===== config.mk =====
export PLATFORM = sky130hd
export DESIGN_NAME = pc_sequencer
export DESIGN_NICKNAME = d
export VERILOG_FILES = /design/src/rtl/pc_sequencer.sv
export SDC_FILE = /design/constraint.sdc
export NUM_CORES = 1
export LEC_CHECK = 0
export BUFFER_PORTS_ARGS = -buffer_cell sky130_fd_sc_hd__buf_2
export CAP_MARGIN = 40
export CORE_MARGIN = 10
export CORE_UTILIZATION = 40
export DETAILED_ROUTE_END_ITERATION = 8
export GPL_TIMING_DRIVEN = 0
export PLACE_DENSITY = 0.64
export RECOVER_POWER = 50
export SYNTH_ARGS = -nofsm -noshare
export SYNTH_HDL_FRONTEND = slang
export SYNTH_SLANG_ARGS = --single-unit

===== constraint.sdc =====
create_clock -name Clk -period 2 [get_ports Clk]
set_input_delay 0.2 -clock Clk [delete_from_list [all_inputs] [get_ports Clk]]
set_output_delay 0.2 -clock Clk [all_outputs]
set_load 0.02 [all_outputs]

===== src/rtl/pc_sequencer.sv =====
// Program-flow controller: PC, stall sequencing, jump resolution and Start/Done handshake.
// Optional executed-cycle counter enabled by defining PC_SEQ_CYCLE_COUNT_EN.
module pc_sequencer #(
    parameter int PC_W         = 8,
    parameter int STALL_CYCLES = 1
) (
    input  logic            Clk,
    input  logic            Reset,
    input  logic            Start,
    input  logic            Stall,
    input  logic            Jen,
    input  logic [7:0]      Jptr,
    input  logic            Taken,
    input  logic            HaltReq,
    output logic [PC_W-1:0] Prog_ctr,
    output logic            ExecEn,
    output logic            Busy,
    output logic            Done,
    output logic [15:0]     CycleCnt
);

    typedef enum logic [2:0] {
        IDLE,
        LOAD,
        RUN,
        STALL,
        HALT
    } state_t;

    localparam logic [2:0] STALL_LD = 3'(STALL_CYCLES - 1);
    localparam logic [PC_W-1:0] PC_ONE = {{(PC_W-1){1'b0}}, 1'b1};

    state_t          state;
    state_t          state_nx;
    logic [2:0]      scnt;
    logic [2:0]      scnt_nx;
    logic [PC_W-1:0] pc_nx;
    logic [PC_W-1:0] jtgt;
    logic            done_nx;

    // Jump target: truncate or zero-extend the 8-bit decoder field.
    generate
        if (PC_W > 8) begin : g_jext
            assign jtgt = {{(PC_W-8){1'b0}}, Jptr};
        end else if (PC_W == 8) begin : g_jeq
            assign jtgt = Jptr;
        end else begin : g_jtrunc
            logic unused_jptr_hi;
            assign jtgt = Jptr[PC_W-1:0];
            assign unused_jptr_hi = ^Jptr[7:PC_W];
        end
    endgenerate

    always_comb begin
        state_nx = state;
        scnt_nx  = scnt;
        pc_nx    = Prog_ctr;
        ExecEn   = 1'b0;
        unique case (state)
            IDLE: begin
                pc_nx = '0;
                if (Start) begin
                    state_nx = LOAD;
                end
            end
            LOAD: begin
                pc_nx = '0;
                if (!Start) begin
                    state_nx = RUN;
                end
            end
            RUN: begin
                if (Start) begin
                    state_nx = LOAD;
                    scnt_nx  = '0;
                    pc_nx    = '0;
                end else if (Stall) begin
                    state_nx = STALL;
                    scnt_nx  = STALL_LD;
                end else begin
                    ExecEn = 1'b1;
                end
            end
            STALL: begin
                if (Start) begin
                    state_nx = LOAD;
                    scnt_nx  = '0;
                    pc_nx    = '0;
                end else if (scnt == 3'd0) begin
                    ExecEn = 1'b1;
                end else begin
                    scnt_nx = scnt - 3'd1;
                end
            end
            HALT: begin
                if (Start) begin
                    state_nx = LOAD;
                    pc_nx    = '0;
                end
            end
            default: begin
                state_nx = IDLE;
                scnt_nx  = '0;
                pc_nx    = '0;
            end
        endcase

        // A halt request wins over any jump and freezes the PC.
        if (ExecEn) begin
            if (HaltReq) begin
                state_nx = HALT;
            end else begin
                state_nx = RUN;
                pc_nx = (Jen && Taken) ? jtgt : Prog_ctr + PC_ONE;
            end
        end
    end

    assign Busy    = (state == RUN) || (state == STALL);
    assign done_nx = (state_nx == HALT);

    always_ff @(posedge Clk or posedge Reset) begin
        if (Reset) begin
            state    <= IDLE;
            scnt     <= '0;
            Prog_ctr <= '0;
            Done     <= 1'b0;
        end else begin
            state    <= state_nx;
            scnt     <= scnt_nx;
            Prog_ctr <= pc_nx;
            Done     <= done_nx;
        end
    end

`ifdef PC_SEQ_CYCLE_COUNT_EN
    logic [15:0] ccnt;

    always_ff @(posedge Clk or posedge Reset) begin
        if (Reset) begin
            ccnt <= '0;
        end else if (state_nx == LOAD) begin
            ccnt <= '0;
        end else if (Busy && (ccnt != 16'hFFFF)) begin
            ccnt <= ccnt + 16'd1;
        end
    end

    assign CycleCnt = ccnt;
`else
    assign CycleCnt = 16'h0000;
`endif

endmodule


==> flow_summary.ini <==
[setup_path]
critPathRequiredTime_ps = 2180
timing.reg2reg.worst_path_depth = 4
critical_path.startpoint_type = register
crit_arrival_ps = 2080
crit_type = register to register
rr_endpoint = Prog_ctr[2]
r2r_slack_ps = 100
rr_startpoint = state[2]
worst-path-max-fanout = 7
critPathCaptureType = register

[route]
detail_route.wirelength_mm = 2.59
initialDrtViolationCount = 32
total_iterations_of_the_first_detailed_routing_run = 4
antenna_left = 0
drc = 0
routed-via-count = 941
drt-wirelength-per-cell_um = 13.2
post_drt_via_cell_ratio = 4.80

[min_path]
holdPathStages = 3
min_delay_worst_endpoint = Prog_ctr[1]
min-delay-start = Jptr[1]
hp-class = primary input to register

[place]
dpl_cell_area_um2 = 1290
post-place-cells = 189
port_buffers = 25
post-dp-hpwl_mm = 2.05
gp_congestion = 0.852

[logic_synthesis]
postSynthRegisterBits = 15
syn-instance-count = 119
synthesis.area_per_instance_um2 = 9.03
yosys_warnings = 0
synth_largest_area_cell = dfrtp_1
async_flop_share = 1.00
synth_top_cells_by_count = buf_4, dfrtp_1, nand2_1
yosys_most_used_dff = dfrtp_1
synth_cell_types = 39
netlist.area_leader.share = 0.349
synth_area_um2 = 1070
synth.most_common_cell = buf_4
synth_enable_flop_cells = 0
yosysSeqAreaShare = 0.349
yosys-top-cells-area = dfrtp_1, buf_4, nand2_1

[sta]
rsz0062_at_grt = no
clock.fmax_mhz = 528
tightestPinTransition_ps = 612
max-slew-margin-rel = 0.591
fin_tns_setup_ps = 0
timing.clock.skew_ps = 8.24
part_of_the_cycle_the_worst_path_needs = 0.948
final_max_slew_viol_count = 0
number_of_setup_violations_in_the_final_report = 0
final-hold-violation-count = 0
hold_slack_ps = 216
min_period_ps = 1900

[finish]
drive_above_1_share = 0.331
num_antenna_cells = 0
syn_to_final_growth_pct = 26.4
finalNetCount = 185
fill_cells = 235
layout.core_utilization = 0.539
stdcell_area_um2 = 1360
stdcell_count = 196

[clock_network]
cts_htree_levels = 1
cts-buffers-inserted = 3
cts_tree = done
clkLatencyLatePin_ps = 290
cts.sink_count = 15
cts.clk_slew.worst_paths_ps = 100
buffer_depth_of_the_longest_clock_path = 2
clock_tree.root_cell = clkbuf_4

[run]
max_cap_viol_count = 0

[run_status]
outcome = finished clean

[floorplanning]
dieArea_um2 = 5160
core_area_um2 = 2520
fp.dieH_um = 71.8
floorplan.io_pins = 42
floorplan.rows = 18
die-width_um = 71.8
start_util = 0.426

[grt]
global_route.usage.total = 0.0966
first_global_vias = 933
grt_start_max_net_pins = 16
first_pass_grt_wire_length_mm = 4.16
grt_antenna_before_repair = 0
globalRouteOverflowTotal = 0

[pwr]
ir_drop_uv = 257
leakage_nw = 0.688
power.density_cell_area_nw_per_um2 = 540
[placed cells by master (no fill, tap or decap), types with 2 or more instances in the layout]
cell type and count:
o22ai_1 3, dfrtp_1 15, a21oi_2 4, and3_1 2, clkbuf_4 3, nand2_1 12
o2bb2ai_1 5, or3_1 2, a21o_1 3, a22o_1 2, buf_4 18, o21ai_0 5
conb_1 16, nand3_1 2, a21oi_1 2, ha_1 3, or2_2 2, nor2b_1 3
inv_1 5, and2_1 2, nor2_1 7, buf_2 20, clkbuf_1 8, a211o_1 2
[sequential cells by signal, summed over array words and instances, names as in the netlist]
name and flops:
Prog_ctr 8, scnt 3, state 3, Done 1
[critical path, cell delays in order (launching register included)]
cell and delay (ps):
dfrtp_1 440, or3b_4 460, nor4_4 390, nor2_2 140, a221o_1 370
[area by class of cell]
cell class	instances	area (um2)	area share
Multi-Input combinational cell	95	618	0.455
Sequential cell	15	375	0.276
Timing Repair Buffer	28	144	0.106
Buffer	19	139	0.102
Tap cell	30	37.5	0.0276
Clock buffer	4	26.3	0.0193
Inverter	5	18.8	0.0138
[what timing repair did]
| item | CTS | global route |
|---|---|---|
| hold buffers | 1 | 0 |
| gates cloned | 0 | 0 |
| hold endpoints to repair | 15 | 0 |
| pin swaps | 0 | 1 |
| gates resized for setup | 1 | 3 |
| endpoints found under the setup margin | 1 | 5 |
| setup buffers | 0 | 2 |
[logic make-up (layout without fill, tap and decap cells)]
logic type | after synthesis | in the layout | synth area share
other cells | 1 | 16 | 0.00349
flops | 15 | 15 | 0.349
buf+inv | 24 | 56 | 0.147
simple gates | 44 | 44 | 0.237
mux | 1 | 1 | 0.00931
compound gates | 31 | 31 | 0.219
fa+ha+maj | 3 | 3 | 0.0349
[stage by stage]
stage / setup slack [ps] / power (mW)
finish: 105 / 0.733
detailed placement: 60.0 / 0.546
global placement: 76.2 / 0.543
CTS: 21.9 / 0.728
floorplan: 74.7 / 0.494
global route: 1.64 / 0.773
[how the worst max path moves through the flow]
stage                             end      from  cells after the start
final                     Prog_ctr[2]  state[2]                      4
after global routing           ExecEn   scnt[0]                      6
after CTS                      ExecEn   scnt[0]                      6
after detailed placement  Prog_ctr[2]   scnt[0]                      7
after global placement    Prog_ctr[2]   scnt[0]                      7
after floorplan               scnt[1]   scnt[0]                      7
[metal layers]
| metal | share of wire | up-vias | GRT usage | routed length (um) |
|---|---|---|---|---|
| met5 | 0 | - | 0 | 0 |
| met4 | 0.013 | 0 | 0.0452 | 34 |
| met3 | 0.067 | 2 | 0.0344 | 174 |
| met2 | 0.46 | 25 | 0.148 | 1180 |
| met1 | 0.46 | 425 | 0.117 | 1200 |
| li1 | - | 489 | - | - |
[power by group]
part | total (mW) | internal, mW | switching, mW
clock | 0.180 | 0.0774 | 0.103
combinational | 0.223 | 0.0907 | 0.132
sequential | 0.330 | 0.316 | 0.0141
No activity file was read; power rests on OpenSTA's default activity.
